--- src/rtl/iic_cfg_seq.sv ---
// Power-up register initialisation sequencer for the I2C byte driver.
// Walks a {addr, data} table, writes each entry, optionally reads it back and retries.
module iic_cfg_seq #(
  parameter int          CLK_FRE    = 50_000_000,
  parameter int          ADDR_BYTE  = 1,
  parameter int          LEN_WIDTH  = 3,
  parameter int          CFG_NUM    = 16,
  parameter logic [7:0]  DEVICE_ID  = 8'h78,
  parameter int          PWR_DLY_MS = 20,
  parameter int          VERIFY     = 1,
  parameter int          MAX_RETRY  = 3,
  parameter int          BUSY_TO    = 4096
) (
  input  logic                      clk,
  input  logic                      rstn,
  input  logic                      cfg_start,
  output logic [7:0]                cfg_index,
  input  logic [ADDR_BYTE*8+7:0]    cfg_data,
  output logic                      iic_pluse,
  output logic [7:0]                iic_device_id,
  output logic                      iic_w_r,
  output logic [LEN_WIDTH:0]        iic_byte_len,
  output logic [ADDR_BYTE*8-1:0]    iic_addr,
  output logic [7:0]                iic_data_in,
  input  logic                      iic_busy,
  input  logic                      iic_byte_over,
  input  logic [7:0]                iic_data_out,
  output logic                      cfg_done,
  output logic                      cfg_err,
  output logic [7:0]                err_index
);

  localparam int AW     = ADDR_BYTE * 8;
  localparam int MS_DIV = CLK_FRE / 1000;
  localparam int MS_W   = (MS_DIV > 1) ? $clog2(MS_DIV) : 1;
  localparam int TO_W   = (BUSY_TO > 1) ? $clog2(BUSY_TO) : 1;
  localparam int RT_W   = $clog2(MAX_RETRY + 2);

  localparam logic [MS_W-1:0] MS_LAST   = MS_W'(MS_DIV - 1);
  localparam logic [TO_W-1:0] TO_LAST   = TO_W'(BUSY_TO - 1);
  localparam logic [RT_W-1:0] RT_MAX    = RT_W'(MAX_RETRY);
  localparam logic [15:0]     PWR_LAST  = 16'(PWR_DLY_MS);
  localparam logic [7:0]      IDX_LAST  = 8'(CFG_NUM - 1);

  localparam logic [3:0] S_PWR   = 4'd0;
  localparam logic [3:0] S_LOAD  = 4'd1;
  localparam logic [3:0] S_TRIG  = 4'd2;
  localparam logic [3:0] S_WBUSY = 4'd3;
  localparam logic [3:0] S_WIDLE = 4'd4;
  localparam logic [3:0] S_RTRIG = 4'd5;
  localparam logic [3:0] S_CHK   = 4'd6;
  localparam logic [3:0] S_DLY   = 4'd7;
  localparam logic [3:0] S_NEXT  = 4'd8;
  localparam logic [3:0] S_DONE  = 4'd9;
  localparam logic [3:0] S_ERR   = 4'd10;

  logic [3:0]      state;
  logic [MS_W-1:0] ms_cnt;
  logic            ms_tick;
  logic [15:0]     dly_cnt;
  logic [TO_W-1:0] to_cnt;
  logic [2:0]      pl_cnt;
  logic [RT_W-1:0] retry;
  logic            start_q;
  logic            start_rise;
  logic            is_dly_entry;
  logic            unused_ok;

  assign iic_device_id = DEVICE_ID;
  assign iic_byte_len  = (LEN_WIDTH+1)'(1);
  assign start_rise    = cfg_start & ~start_q;
  assign is_dly_entry  = (cfg_data[AW+7:8] == {AW{1'b1}});
  assign ms_tick       = (ms_cnt == MS_LAST);
  // Byte-done strobe is informational only; transfer completion is taken from busy.
  assign unused_ok     = iic_byte_over;

  always_ff @(posedge clk or negedge rstn) begin
    if (!rstn) begin
      ms_cnt  <= '0;
      start_q <= 1'b0;
    end else begin
      ms_cnt  <= ms_tick ? '0 : ms_cnt + 1'b1;
      start_q <= cfg_start;
    end
  end

  always_ff @(posedge clk or negedge rstn) begin
    if (!rstn) begin
      state       <= S_PWR;
      cfg_index   <= '0;
      iic_pluse   <= 1'b0;
      iic_w_r     <= 1'b1;
      iic_addr    <= '0;
      iic_data_in <= '0;
      cfg_done    <= 1'b0;
      cfg_err     <= 1'b0;
      err_index   <= '0;
      dly_cnt     <= '0;
      to_cnt      <= '0;
      pl_cnt      <= '0;
      retry       <= '0;
    end else begin
      case (state)
        S_PWR: begin
          if (dly_cnt == PWR_LAST) begin
            dly_cnt <= '0;
            state   <= S_LOAD;
          end else if (ms_tick) begin
            dly_cnt <= dly_cnt + 1'b1;
          end
        end

        // Index has been stable for this whole cycle, so the table output is settled.
        S_LOAD: begin
          iic_addr    <= cfg_data[AW+7:8];
          iic_data_in <= cfg_data[7:0];
          iic_w_r     <= 1'b1;
          dly_cnt     <= '0;
          pl_cnt      <= '0;
          state       <= is_dly_entry ? S_DLY : S_TRIG;
        end

        // Pulse is held 4 clocks so the driver's synchroniser and edge detect see it.
        S_TRIG, S_RTRIG: begin
          if (pl_cnt == 3'd0) begin
            if (!iic_busy) begin
              iic_pluse <= 1'b1;
              pl_cnt    <= 3'd1;
            end
          end else if (pl_cnt == 3'd4) begin
            iic_pluse <= 1'b0;
            pl_cnt    <= '0;
            to_cnt    <= '0;
            state     <= S_WBUSY;
          end else begin
            pl_cnt <= pl_cnt + 1'b1;
          end
        end

        S_WBUSY: begin
          if (iic_busy) begin
            state <= S_WIDLE;
          end else if (to_cnt == TO_LAST) begin
            cfg_err   <= 1'b1;
            err_index <= cfg_index;
            state     <= S_ERR;
          end else begin
            to_cnt <= to_cnt + 1'b1;
          end
        end

        // iic_w_r doubles as the read flag; it only changes once the driver is idle.
        S_WIDLE: begin
          if (!iic_busy) begin
            if (!iic_w_r) begin
              state <= S_CHK;
            end else if (VERIFY != 0) begin
              iic_w_r <= 1'b0;
              state   <= S_RTRIG;
            end else begin
              state <= S_NEXT;
            end
          end
        end

        S_CHK: begin
          if (iic_data_out == iic_data_in) begin
            state <= S_NEXT;
          end else if (retry < RT_MAX) begin
            retry   <= retry + 1'b1;
            iic_w_r <= 1'b1;
            state   <= S_TRIG;
          end else begin
            cfg_err   <= 1'b1;
            err_index <= cfg_index;
            state     <= S_ERR;
          end
        end

        S_DLY: begin
          if (dly_cnt == {8'h00, iic_data_in}) begin
            state <= S_NEXT;
          end else if (ms_tick) begin
            dly_cnt <= dly_cnt + 1'b1;
          end
        end

        S_NEXT: begin
          retry <= '0;
          if (cfg_index == IDX_LAST) begin
            cfg_done <= 1'b1;
            state    <= S_DONE;
          end else begin
            cfg_index <= cfg_index + 1'b1;
            state     <= S_LOAD;
          end
        end

        // Restart skips the power delay; the device is already powered.
        S_DONE, S_ERR: begin
          if (start_rise) begin
            cfg_done  <= 1'b0;
            cfg_err   <= 1'b0;
            cfg_index <= '0;
            err_index <= '0;
            retry     <= '0;
            iic_w_r   <= 1'b1;
            state     <= S_LOAD;
          end
        end

        default: state <= S_PWR;
      endcase
    end
  end

endmodule

--- config.mk ---
export PLATFORM = sky130hd
export DESIGN_NAME = iic_cfg_seq
export DESIGN_NICKNAME = d
export VERILOG_FILES = /design/src/rtl/iic_cfg_seq.sv
export SDC_FILE = /design/constraint.sdc
export NUM_CORES = 1
export LEC_CHECK = 0
export ABC_AREA = 1
export ABC_CLOCK_PERIOD_IN_PS = 2000
export CORE_MARGIN = 8
export CORE_UTILIZATION = 45
export CTS_CLUSTER_DIAMETER = 100
export CTS_CLUSTER_SIZE = 25
export DETAILED_ROUTE_END_ITERATION = 8
export PLACE_DENSITY_LB_ADDON = 0.15
export SYNTH_ARGS = -nofsm -noshare
export SYNTH_HDL_FRONTEND = slang
export SYNTH_SLANG_ARGS = --single-unit
export TNS_END_PERCENT = 1
--- constraint.sdc ---
create_clock -name clk -period 2 [get_ports clk]
set_input_delay 0.6 -clock clk [delete_from_list [all_inputs] [get_ports clk]]
set_output_delay 0.6 -clock clk [all_outputs]
set_load 0.01 [all_outputs]
==> reports/summary.txt, run 1 <==
clock sink total -> 91
number of port buffers -> 63
Pwr per Cell Area -> 548 nW/um^2
Clock Power Share -> 47.9%
Remaining DRCs -> 0
Die Y -> 129 um
global-route wire length before repair -> 25.1 mm
Psw -> 0.783 mW
P_int -> 3.00 mW
switching share of power -> 20.7%
clk_lat worst skew -> 0.35 ns
dpl ws -> -0.187 ns
gr usage total -> 18.8%
WP data required -> 1.40 ns
total die area -> 16500 sq um
initial antenna violation count -> 0
first-pass detailed-route iteration total -> 5
Area Overhead vs Synth -> 21.4%
via/cell ratio -> 5.08
post-synthesis adder-cell area fraction -> 1.76%
Crit Reg-Reg Startpoint -> dly_cnt[1]$_DFFE_PN0P_
TritonCTS clock tree -> built
initial drt markers -> 384
kind of critical path -> register to primary output
Worst VDD drop -> 377 uV
via count -> 5298
Total Routed Length -> 14.5 mm
cell chain of the critical path -> clkdlybuf4s50_1
Clock Skew -> 0.00712 ns
Post-Synth XOR/XNOR Area -> 5.84%
starting density of the core -> 45.7%
Simple-Gate Fraction of Synth Area -> 36.7%
CP max FO -> 4
Flop pwr share -> 48.6%
core area -> 12500 sq um
post-synthesis cell type count -> 39
largest net degree at the start of global routing -> 30
cells after synthesis -> 791
post-route setup slack -> 0.0454 ns
H-tree depth -> 3
CP endpoint kind -> primary output
synthesized area -> 5700 sq um
clock tree buffer depth -> 2
hold crit path type -> primary input to asynchronous set/reset pin
Yosys Warn Count -> 0
Crit. Startpoint -> iic_data_in[5]$_DFFE_PN0P_
Tcrit/Tclk final -> 97.7%
number of diodes -> 0
total CTS buffers -> 9
RSZ-0062 raised after global routing -> false
FP Rows -> 41
die width -> 129 um
register area share after synthesis -> 40.0%
post-route setup TNS -> 0 ns
DP HPWL -> 10.8 mm
Ports -> 77
post-synthesis mux area share -> 0.176%
status -> complete, no violations
Max Slew Vio Count -> 0
DR WL/cell -> 13.9 um
clock transition at the registers of the reported paths -> 0.07 ns
fin nets -> 903
# hold bufs at CTS -> 0
Max Cap Viol -> 0
slowest stage delay, CP -> 0.59 ns
Top delay family on crit path -> buffers and inverters
critical path data arrival time -> 1.35 ns
Max Clock Freq -> 512 MHz
Bufs and invs on worst path -> 1
share of cells above drive strength 1 -> 10.7%
Hold Fails Final Rpt -> 0
Comb power frac -> 3.4%
leakage power -> 3.29 nW
remaining antenna violation count -> 0
Placer Congestion -> 0.903
mean post-synth cell area -> 7.20 sq um
largest family of logic cells by synthesized area -> simple AND/OR/NAND/NOR gates
post-synthesis compound-gate area fraction -> 6.55%
final setup fails -> 0
#FFs+latches synth -> 91
vias in the first global route -> 5223
gr ovfl total -> 0
Startpoint Class -> register
slowest cell on the critical path -> clkdlybuf4s50_1
post-route minimum period -> 1.95 ns
CTS root buf -> clkbuf_16
[cell type report]
class	instances	area, sq um
inverter	79	298
timing repair buffer	87	835
fill	1175	5550
multi-input combinational	598	2960
clock inverter	1	30.0
sequential	91	2290
clock buffer	14	284
tap	172	215
[state kept, by name (all words and copies together) (netlist names)]
signal and cells:
iic_data_in 8, iic_pluse 1, err_index 8, dly_cnt 16, pl_cnt 3, cfg_index 8, to_cnt 12, ms_cnt 16
iic_w_r 1, cfg_err 1, cfg_done 1, state 4, retry 3, iic_addr 8, start_q 1
[per-stage QoR]
stage,instance area (sq um),power (mW),hold WS (ns),util [%],cells
after global placement,6580,2.01,0.444,52.7,1027
after detailed placement,6580,2.01,0.452,52.7,1027
after floorplan,5730,1.92,0.304,-,801
after global routing,6910,3.90,0.220,55.5,1042
final,6910,3.79,0.182,55.5,1042
after CTS,6900,3.83,0.198,55.3,1042
[path summary, 6_finish.rpt]
| path | end | slack, ns | cells after the start |
|---|---|---|---|
| setup / recovery | iic_data_in[5] | 0.05 | 1 |
| max in group asynchronous | to_cnt[1]$_DFFE_PN0P_ | 1.26 | 2 |
| min in group clk | ms_cnt[0]$_DFF_PN0_ | 0.46 | 1 |
| setup reg to reg | dly_cnt[8]$_DFFE_PN0P_ | 0.17 | 10 |
| hold reg to reg | ms_cnt[0]$_DFF_PN0_ | 0.46 | 1 |
| hold / removal | ms_cnt[14]$_DFF_PN0_ | 0.18 | 1 |
[repair_timing]
action                     4_1_cts  5_1_grt
setup endpoints to repair        7       22
setup buffers                    0        0
hold endpoints to repair         0        0
pin swaps                        0        0
resized for setup                7        8
[power by group through the flow]
stage	registers, mW	clock network (mW)	logic [mW]
3_5_place_dp	1.88	0	0.134
6_report	1.84	1.82	0.130
4_1_cts	1.84	1.85	0.134
3_3_place_gp	1.88	0	0.133
2_1_floorplan	1.88	0	0.0416
5_1_grt	1.84	1.91	0.149
[synth_stat cells]
cell type	count	area share, %
nor4_1	3	0.33
inv_2	13	0.86
nor2_4	4	0.79
buf_6	3	0.59
nand2_4	3	0.59
ha_1	8	1.8
dfstp_2	1	0.46
o32ai_1	1	0.15
o21ai_0	18	1.6
nor2_2	7	0.77
o211ai_1	2	0.26
o31ai_1	5	0.66
o21ai_2	2	0.31
buf_4	12	1.6
nand3_1	66	5.8
nor2_8	1	0.35
mux2i_1	1	0.18
a211oi_1	1	0.13
o21ai_1	18	1.6
nand3_4	1	0.31
nor3_1	12	1.1
clkinv_2	1	0.088
nor2_1	67	4.4
xnor2_1	21	3.2
inv_1	65	4.3
nand2_1	269	18
nor3b_1	1	0.13
a21oi_1	16	1.4
nand4_1	26	2.9
a22oi_1	1	0.13
nand3b_1	2	0.26
buf_2	13	1.1
a31oi_1	3	0.33
dfrtp_1	90	40
nor3_2	3	0.53
conb_1	2	0.13
xor2_1	17	2.6
clkbuf_1	5	0.33
nand2_2	7	0.77
[routing by layer]
metal  vias to the layer above  routed length [um]  track usage [%]
met5                         -                   0                0
met4                         0                 207             7.33
met3                        19                 948             4.39
met2                       168                6580             29.5
met1                      2449                6790             24.5
li1                       2662                   -                -
[kinds of logic (layout without fill, tap and decap cells)]
group | after synthesis | after routing
compound gates | 67 | 67
simple gates | 472 | 472
xor+xnor | 38 | 38
mux | 1 | 1
flops | 91 | 91
other cells | 2 | 12
fa+ha+maj | 8 | 8
buf+inv | 112 | 181
[layout by cell type, fill, tap and decap left out, types with 4 or more instances in the layout]
cell / netlist / final
nand2_1: 269 / 269
xnor2_1: 21 / 21
dfrtp_1: 90 / 79
nor3_1: 12 / 12
nor2_2: 7 / 7
buf_4: 12 / 23
inv_1: 65 / 65
nand4_1: 26 / 26
nand2_4: 3 / 5
xor2_1: 17 / 17
o31ai_1: 5 / 5
o21ai_1: 18 / 18
inv_2: 13 / 13
ha_1: 8 / 8
clkbuf_8: 0 / 4
nand2_2: 7 / 5
conb_1: 2 / 12
nand3_1: 66 / 66
clkbuf_16: 0 / 9
dfrtp_2: 0 / 11
clkdlybuf4s50_1: 0 / 60
o21ai_0: 18 / 18
nor2_4: 4 / 4
nor2_1: 67 / 67
a21oi_1: 16 / 16
(Power assumes the default switching activity.)
==> run 2, diff against run 1 <==
Settings changed: PLACE_DENSITY from default to 0.71, PLACE_DENSITY_LB_ADDON 0.15 to default.
==> run 2 against run 1 <==
Net effect:
- sequential cell count unchanged
- critical path type unchanged
- wire length down 6.8%
- sequential power about the same
- critical path depth unchanged
- design area about the same
- cell count unchanged
- first-iteration DRC count down 21%
- via count down 2.2%
==> reports/summary.txt, run 2 (synthesis gave the netlist of run 1 again) <==
Top delay family on crit path -> buffers and inverters
Max Cap Viol -> 0 (unchanged)
Placer Congestion -> 0.902 (-0.14%)
status -> complete, no violations
RSZ-0062 raised after global routing -> false
Pwr per Cell Area -> 539 nW/um^2 (-1.7%)
Bufs and invs on worst path -> 1 (unchanged)
first-pass detailed-route iteration total -> 5 (unchanged)
Tcrit/Tclk final -> 97.5% (-0.20 points)
post-route insts no fill -> 1042 (unchanged)
number of diodes -> 0 (unchanged)
total die area -> 16500 sq um (unchanged)
Startpoint Class -> register
CP endpoint kind -> primary output
post-CTS setup repair buffer count -> 0 (unchanged)
starting density of the core -> 45.7% (unchanged)
largest net degree at the start of global routing -> 34 (+13%)
vias in the first global route -> 4854 (-7.1%)
TritonCTS clock tree -> built
r2r setup slk -> 0.16 ns (about the same)
Remaining DRCs -> 0 (unchanged)
number of port buffers -> 63 (unchanged)
fin nets -> 902 (-0.11%)
gr ovfl total -> 0 (unchanged)
DP HPWL -> 10.1 mm (-6.8%)
FP Rows -> 41 (unchanged)
# hold bufs at CTS -> 0 (unchanged)
cell chain of the critical path -> clkdlybuf4s50_1
RR Endpoint -> dly_cnt[4]$_DFFE_PN0P_
Reg area -> 2290 sq um (-0.22%)
DR WL/cell -> 13.0 um (-6.8%)
Clock Skew -> 0.00536 ns (-0.00175 ns)
final core utilization -> 55.4% (about the same)
die width -> 129 um (unchanged)
Crit Reg-Reg Startpoint -> dly_cnt[13]$_DFFE_PN0P_
CTS root buf -> clkbuf_16
Die Y -> 129 um (unchanged)
via count -> 5184 (-2.2%)
initial antenna violation count -> 0 (unchanged)
Total Routed Length -> 13.5 mm (-6.8%)
slowest cell on the critical path -> clkdlybuf4s50_1
placed insts -> 1026 (-0.097%)
Design Area, Final -> 6910 sq um (about the same)
most frequent cells in the layout -> nand2_1, dfrtp_1, nand3_1, nor2_1, inv_1
clock tree buffer depth -> 2 (unchanged)
Largest regs -> dly_cnt (16), ms_cnt (16), to_cnt (12)
post-route setup TNS -> 0 ns (unchanged)
clock sink total -> 91 (unchanged)
commonest non-fill, non-tap cell in the layout -> nand2_1
clk_lat worst skew -> 0.34 ns (about the same)
reg2reg path depth -> 8 (-2)
leakage power -> 3.29 nW (about the same)
clock transition at the registers of the reported paths -> 0.07 ns (about the same)
Power Total -> 3.72 mW (-1.8%)
final setup fails -> 0 (unchanged)
H-tree depth -> 3 (unchanged)
Ports -> 77 (unchanged)
remaining antenna violation count -> 0 (unchanged)
core area -> 12500 sq um (unchanged)
placed instance area -> 6570 sq um (-0.11%)
Hold Fails Final Rpt -> 0 (unchanged)
Worst VDD drop -> 333 uV (-12%)
via/cell ratio -> 4.98 (-2.2%)
gr usage total -> 17.0% (-1.7 points)
critical path data arrival time -> 1.35 ns (about the same)
hold crit path type -> primary input to asynchronous set/reset pin
post-route minimum period -> 1.95 ns (-0.00392 ns)
Max Slew Vio Count -> 0 (unchanged)
Max Clock Freq -> 513 MHz (+0.20%)
initial drt markers -> 303 (-21%)
multi-input logic area -> 2970 sq um (+0.38%)
kind of critical path -> register to primary output
global-route wire length before repair -> 23.2 mm (-7.4%)
WP data required -> 1.40 ns (about the same)
share of cells above drive strength 1 -> 10.6% (-0.11 points)
total CTS buffers -> 9 (unchanged)
CP max FO -> 5 (+1)
Area Overhead vs Synth -> 21.3% (about the same)
slowest stage delay, CP -> 0.58 ns (about the same)
fill count -> 1191 (+1.4%)
==> run 2: worst max path at each step <==
stage	cells after the start	from	slack (ns)	end
4_1_cts	1	iic_data_in[2]$_DFFE_PN0P_	0.001	iic_data_in[2]
6_report	1	cfg_index[7]$_DFFE_PN0P_	0.05	cfg_index[7]
5_1_grt	1	iic_data_in[5]$_DFFE_PN0P_	0.002	iic_data_in[5]
3_3_place_gp	10	iic_data_out[7]	-0.14	err_index[6]$_DFFE_PN0P_
3_5_place_dp	10	iic_data_out[7]	-0.19	err_index[2]$_DFFE_PN0P_
2_1_floorplan	13	ms_cnt[0]$_DFF_PN0_	0.41	dly_cnt[14]$_DFFE_PN0P_
==> run 2: repair_timing <==
item	in CTS	in global routing
endpoints found under the setup margin	2	31
cloned	0	0
gates resized for setup	2	14
pin swaps	0	0
==> run 2: area by class of cell <==
type	instances	area share, %
flip-flops and latches	91	33.1
inverters	79	4.31
well taps	172	3.12
clock buffers	11	3.51
repair buffers	86	12.0
multi-input cells	598	43.0
clock inverters	5	0.888
==> run 2: layer usage <==
metal  share of wire, %  track usage, %  vias up
li1                   -               -     2662
met1                 48            22.7     2368
met2                 46            26.9      139
met3                5.5            3.89       15
met4                1.3            5.25        0
met5                  0               0        -
==> run 2: report_power, final <==
part | switching (mW) | total, mW | internal (mW)
clock | 0.743 | 1.75 | 1.01
combinational | 0.0658 | 0.128 | 0.0625
sequential | 0.000211 | 1.84 | 1.84
total | 0.809 | 3.72 | 2.91
==> run 2: metrics by stage <==
step	worst slack, ns	hold WS (ns)
2_1_floorplan	0.409	0.304
3_3_place_gp	-0.144	0.454
3_5_place_dp	-0.187	0.463
4_1_cts	0.00105	0.173
5_1_grt	0.00160	0.189
6_report	0.0493	0.170
